$ cat config.mk
export PLATFORM = sky130hd
export DESIGN_NAME = ws2811_frame_ctrl
export DESIGN_NICKNAME = d
export VERILOG_FILES = /design/src/rtl/ws2811_frame_ctrl.sv
export SDC_FILE = /design/constraint.sdc
export NUM_CORES = 1
export LEC_CHECK = 0
export ABC_AREA = 1
export BUFFER_PORTS_ARGS = -buffer_cell sky130_fd_sc_hd__buf_2
export CAP_MARGIN = 10
export CORE_ASPECT_RATIO = 0.5
export CORE_MARGIN = 1.5
export CORE_UTILIZATION = 64
export DETAILED_ROUTE_END_ITERATION = 10
export GPL_TIMING_DRIVEN = 0
export PLACE_DENSITY = 0.87
export SLEW_MARGIN = 20
export SYNTH_ARGS = -nofsm -noshare
export SYNTH_HDL_FRONTEND = slang
export SYNTH_SLANG_ARGS = --single-unit
$ cat constraint.sdc
create_clock -name clk -period 4.8 [get_ports clk]
set_input_delay 0.24 -clock clk [delete_from_list [all_inputs] [get_ports clk]]
set_output_delay 0.24 -clock clk [all_outputs]
set_load 0.05 [all_outputs]
$ cat src/rtl/ws2811_frame_ctrl.sv
// ws2811_frame_ctrl: double-buffered pixel store and frame scheduler for the ws2811 driver.
// The host fills the back bank while the driver reads the front bank; a commit swaps the
// banks only on a frame boundary (data_request with led_addr == 0), so frames never tear.
// Optional feature: define WS2811_BRIGHTNESS_EN to scale each channel by (brightness+1)/256.
module ws2811_frame_ctrl #(
    parameter int unsigned NUM_LEDS = 4,
    parameter int unsigned ADDR_W   = $clog2(NUM_LEDS)
) (
    input  logic              clk,
    input  logic              reset,
    input  logic              wr_en,
    output logic              wr_ready,
    input  logic [ADDR_W-1:0] wr_addr,
    input  logic [23:0]       wr_data,
    input  logic              commit,
    output logic              commit_done,
    input  logic [7:0]        brightness,
    input  logic              data_request,
    input  logic [ADDR_W-1:0] led_addr,
    output logic [7:0]        red,
    output logic [7:0]        green,
    output logic [7:0]        blue,
    output logic [15:0]       frame_count
);

    typedef enum logic [1:0] {StBlank, StIdle, StPending} state_e;

    state_e      state_q, state_d;
    logic        front_sel_q, front_sel_d;
    logic        blank_q, blank_d;
    logic        commit_done_q, commit_done_d;
    logic        wr_ready_q, wr_ready_d;
    logic [15:0] frame_count_q, frame_count_d;
    logic [7:0]  red_q, red_d, green_q, green_d, blue_q, blue_d;

    // Bank b, LED i lives at index {b, i}; contents survive reset.
    logic [23:0] mem_q [2*NUM_LEDS];

    logic        boundary;
    logic        wr_fire;
    logic [23:0] rd_word;

`ifdef WS2811_BRIGHTNESS_EN
    // (c * (brightness + 1)) >> 8 never exceeds 255.
    function automatic logic [7:0] scale(input logic [7:0] c, input logic [7:0] b);
        logic [16:0] p;
        p = {9'd0, c} * ({9'd0, b} + 17'd1);
        return p[15:8];
    endfunction
`else
    logic unused_brightness;
    assign unused_brightness = ^brightness;

    function automatic logic [7:0] scale(input logic [7:0] c, input logic [7:0] b);
        logic unused_b;
        unused_b = ^b;
        return c;
    endfunction
`endif

    // Next-state: commit scheduling, bank swap, frame counting and the registered read.
    always_comb begin
        state_d       = state_q;
        front_sel_d   = front_sel_q;
        blank_d       = blank_q;
        commit_done_d = 1'b0;
        frame_count_d = frame_count_q;
        red_d         = red_q;
        green_d       = green_q;
        blue_d        = blue_q;

        boundary = data_request && (led_addr == '0);
        wr_fire  = wr_en && wr_ready_q;

        case (state_q)
            StBlank, StIdle: begin
                if (commit) state_d = StPending;
            end
            StPending: begin
                if (boundary) begin
                    state_d       = StIdle;
                    front_sel_d   = ~front_sel_q;
                    blank_d       = 1'b0;
                    commit_done_d = 1'b1;
                end
            end
            default: state_d = StBlank;
        endcase

        wr_ready_d = (state_d != StPending);

        if (boundary) frame_count_d = frame_count_q + 16'd1;

        // A read in the swap cycle already sees the new front bank.
        rd_word = mem_q[{front_sel_d, led_addr}];
        if (data_request) begin
            if (blank_d) begin
                red_d   = 8'd0;
                green_d = 8'd0;
                blue_d  = 8'd0;
            end else begin
                red_d   = scale(rd_word[23:16], brightness);
                green_d = scale(rd_word[15:8], brightness);
                blue_d  = scale(rd_word[7:0], brightness);
            end
        end
    end

    // Control and output registers with synchronous reset.
    always_ff @(posedge clk) begin
        if (reset) begin
            state_q       <= StBlank;
            front_sel_q   <= 1'b0;
            blank_q       <= 1'b1;
            commit_done_q <= 1'b0;
            wr_ready_q    <= 1'b1;
            frame_count_q <= 16'd0;
            red_q         <= 8'd0;
            green_q       <= 8'd0;
            blue_q        <= 8'd0;
        end else begin
            state_q       <= state_d;
            front_sel_q   <= front_sel_d;
            blank_q       <= blank_d;
            commit_done_q <= commit_done_d;
            wr_ready_q    <= wr_ready_d;
            frame_count_q <= frame_count_d;
            red_q         <= red_d;
            green_q       <= green_d;
            blue_q        <= blue_d;
        end
    end

    // Host writes always target the back bank; dropped while a commit is pending.
    always_ff @(posedge clk) begin
        if (!reset && wr_fire) mem_q[{~front_sel_q, wr_addr}] <= wr_data;
    end

    assign wr_ready    = wr_ready_q;
    assign commit_done = commit_done_q;
    assign frame_count = frame_count_q;
    assign red         = red_q;
    assign green       = green_q;
    assign blue        = blue_q;

endmodule

# == Yosys cells after proc, flatten, opt, wreduce, memory -nomap -nowiden ==
# Memories as Yosys holds them, arrays and structs flattened.
# Index checks and enable logic that the tools add are counted.
# totals
register_bits,46
word_cells,37
mem_bits_rw,192
romBits,0
n_memories,1
output_inout_bits,42
latch_bits,0
# memory_table
name,words,width,rd,rd_clocked_by_memory_dff,wr,line_no,text
mem_q,8,24,1,0,1,37,logic [23:0] mem_q [2*NUM_LEDS];
# classes
order_cmp,0
n_eq_ne,3
div_mod_pow,0
mul,0
bitwise_logic,2
muxes,13
add_sub_neg,1
reduce_logical,8
shift,0
# ops
op,n
8-bit 2-to-1 mux,3
"16-bit by 1-bit adder with 16-bit output, second input constant",1
1-bit 2-to-1 mux,7
2-bit zero test,2
2-bit 2-to-1 mux,2
2-bit case mux with 2 select lines,1
2-bit OR reduction,2
1-bit logical AND,3
"2-bit by 1-bit == test with 1-bit output, second input constant",1
"2-bit == test, second input constant",1
"2-bit inequality test, second input constant",1
1-bit inverter,2
1-bit zero test,1

# == Logic depth before layout (Yosys ltp) ==
# An unclocked memory read counts as a cell.
# logic_depth
word_depth,6
mapped_depth,10
mapped_depth_nobuf,9

# == Worst setup path before layout ==
# No wires, ideal clock.
# synth_path
kind,reg-to-reg
startpoint,reg wr_ready_q (netlist: wr_ready)
endpoint,"mem mem_q[0][0], enable pin"
setup_ns,0.405
synth_period_minus_slack_ns,2.370
t_arrival_ns,1.965
required_ns,4.395
setup_slack_ns,2.430
path_stages_with_launch,5
cell_sequence,dfxtp_1 > nand2_1 > nor2_1 > nand2_1 > nor2_1
# synth_between
elab_chain_cells,4
# synth_lines
element,line_no,text
"start, declared",32,"logic wr_ready_q, wr_ready_d;"
"start signal, assigned",126,wr_ready_q <= wr_ready_d;
1-bit logical AND,73,wr_fire = wr_en && wr_ready_q;
1-bit logical AND,136,"if (!reset && wr_fire) mem_q[{~front_sel_q, wr_addr}] <= wr_data;"
1-bit 2-to-1 mux,136,
1-bit 2-to-1 mux (implied by the code),136,
"end, declared",37,
# Every way passes these cells.

# == Final worst setup path ==
# layout_path
startpoint,reg wr_ready_q (netlist: wr_ready)
endpoint,"mem mem_q[6][1], enable pin"
# Same word-level chain as after synthesis.

==> flow_summary.toml <==
[sta]
fin_crit_sh_pct = 40.8
setup-violations-final = 0
final.setup.tns_ns = 0
rsz0062_at_grt = "false"
fin_worst_skew_ns = 0.0107
hold_violations = 0
tightestPinTransition_ns = 0.827
clock.fmax_ghz = 0.510
maxSlewViolCount = 0
post-route-min-period_ns = 1.96
slew_headroom_pct = 44.7

[worst_setup_path]
required_ns = 4.93
critical_path.cell_chain = "nand2_1 -> nor2_1 -> nand2_1 -> nor2_4"
worstSetupPathType = "reg2reg"
critPathSlowestCell = "nor2_4"
endpoint_kind = "register"
critPathMaxFanout = 24
cp.arrival_ns = 2.09
reg2reg_from = "wr_ready"
cpMostUsedCell = "nand2_1"
cp-startpoint = "wr_ready"
startpoint_type = "register"
cpPeakStageDelay_ns = 0.71

[logic_synthesis]
syn_area_per_cell_um2 = 10.9
synth_area_um2 = 9500
ys_seq_area_share_pct = 70.4
synth_fp_nets = 915
yosys.cell_types.count = 30
synthesis.instances = 873
synth_warnings = 0
ys_ff_latch = 238

[status]
run_status = "finished clean"

[clock_network]
cts.sinks = 238
clock_path_buffers = 3
cts_made_buffers = 20
htreeDepth = 1
ctsResizeCount = 0
cts_setup_buffers = 0
cts_hold_buffers = 0
cts_tree = "built"
worstSkewPairLatency_ns = 0.51
cts-root-buf = "clkbuf_16"
clk_pin_slew_ns = 0.07

[global_routing]
antenna_found_initial = 0
grt_max_degree = 25
grt_pass1_wl_mm = 36.3
grt_util_all_layers_pct = 31.1
grt_overflow_total = 0
grt_pass1_vias = 6840

[cells_and_area]
final_cell_mix = "nand2_1 (319), edfxtp_1 (192), nand3_1 (152)"
fillCellCount = 854
layout_commonest_cell = "nand2_1"
fin_nets = 1016
syn2layout_area_growth_pct = 16.5
fin_util_pct = 76.5
drive_gt1_share_pct = 15.5

[power]
leakagePower_nw = 4.21
ir_drop_mv = 0.221
power_density_nw_per_um2 = 388

[min_path]
min_from = "wr_data[22]"
worstHoldPathType = "in2reg"

[die]
core_um2 = 14500
rows = 31
die_width_um = 175
die-area_um2 = 15600
io_pins = 83
start_util_pct = 65.7
die_h_um = 89.2

[placed_design]
port_buffers = 72
place.gp.congestion = 0.875
place_hpwl_mm = 14.6

[detailed_routing]
ant_nets = 0
vias = 7176
wl_mm = 24.0
vias_per_cell = 6.04
drt_iter0_drc = 1030
firstDrtPassIters = 5
wl_per_cell_um = 20.2
drc = 0

[flow_run]
max-cap-violations = 0
[per-stage QoR]
step	hold WS [ns]	setup slack (ns)	power [W]	area, um^2	std cells
2_1_floorplan	0.339	2.43	0.00245	9500	873
3_3_place_gp	0.449	1.63	0.00253	10100	1143
3_5_place_dp	0.452	2.70	0.00255	10300	1149
4_1_cts	0.0000664	2.88	0.00428	11100	1185
5_1_grt	0.00626	2.75	0.00439	11100	1186
6_report	0.0119	2.84	0.00430	11100	1188
[sequential cells by signal, summed over array words and instances (netlist names), 2 cells and up]
signal and flops:
red 8, blue 8, green 8, frame_count 16
state_q 2, mem_q 192
[where the power goes]
group          leakage, nW  internal, W  switching, W
sequential            2.10      0.00225    0.00000759
clock                0.345      0.00105      0.000732
combinational         1.76    0.0000679      0.000192
total                 4.21      0.00336      0.000932
[cell families (layout without fill, tap and decap cells)]
kind of cell | after synthesis | count (layout) | synth area share [%]
xor+xnor | 1 | 1 | 0.0922
flops | 238 | 238 | 70.4
simple gates | 519 | 519 | 23.6
compound gates | 44 | 44 | 2.46
fa+ha+maj | 1 | 1 | 0.132
other cells | 0 | 2 | 0
buf+inv | 70 | 185 | 3.34
[synth_stat cells, drive strengths merged]
| library cell | number | area share (%) |
|---|---|---|
| nor4 | 1 | 0.066 |
| nand3 | 153 | 8.2 |
| nor3 | 4 | 0.21 |
| clkbuf | 22 | 0.87 |
| and3 | 1 | 0.066 |
| a22oi | 1 | 0.079 |
| nand4 | 3 | 0.36 |
| inv | 24 | 0.95 |
| edfxtp | 192 | 61 |
| ha | 1 | 0.13 |
| dfxtp | 46 | 9.7 |
| buf | 24 | 1.5 |
| nand2 | 322 | 13 |
| a21oi | 35 | 2.0 |
| xnor2 | 1 | 0.092 |
| o21ai | 8 | 0.42 |
| nand3b | 2 | 0.16 |
| nor2 | 33 | 1.6 |
[cell type report]
class	count	area [um^2]	area share (%)
well taps	198	248	2.24
flip-flops and latches	238	6690	60.4
repair buffers	79	536	4.84
plain buffers	46	228	2.06
multi-input cells	565	2560	23.1
diodes	2	5.00	0.0452
inverters	24	90.1	0.814
clock inverters	10	153	1.38
clock buffers	26	564	5.10
[path summary, 6_finish.rpt]
check	end	slack (ns)	depth (start not counted)
worst min register to register	red[6]	0.46	2
worst min-delay path	mem_q[4][22]	0.01	1
worst max register to register	mem_q[6][1]	2.84	4
worst max-delay path	mem_q[6][1]	2.84	4
[metal layers]
layer  wire length, um  up-vias  global-route usage [%]
met5                 0        -                       0
met1              8610     3304                    40.4
li1                  -     3198                       -
met2             10900      588                    51.3
met4               866        0                    12.7
met3              3560       86                    8.33
[critical path: cells and delay by family, from the launching register on]
kind             cells  cell delay, ns
flip-flops           1            0.32
AND/OR/NAND/NOR      4            1.24
(Power assumes the default switching activity.)
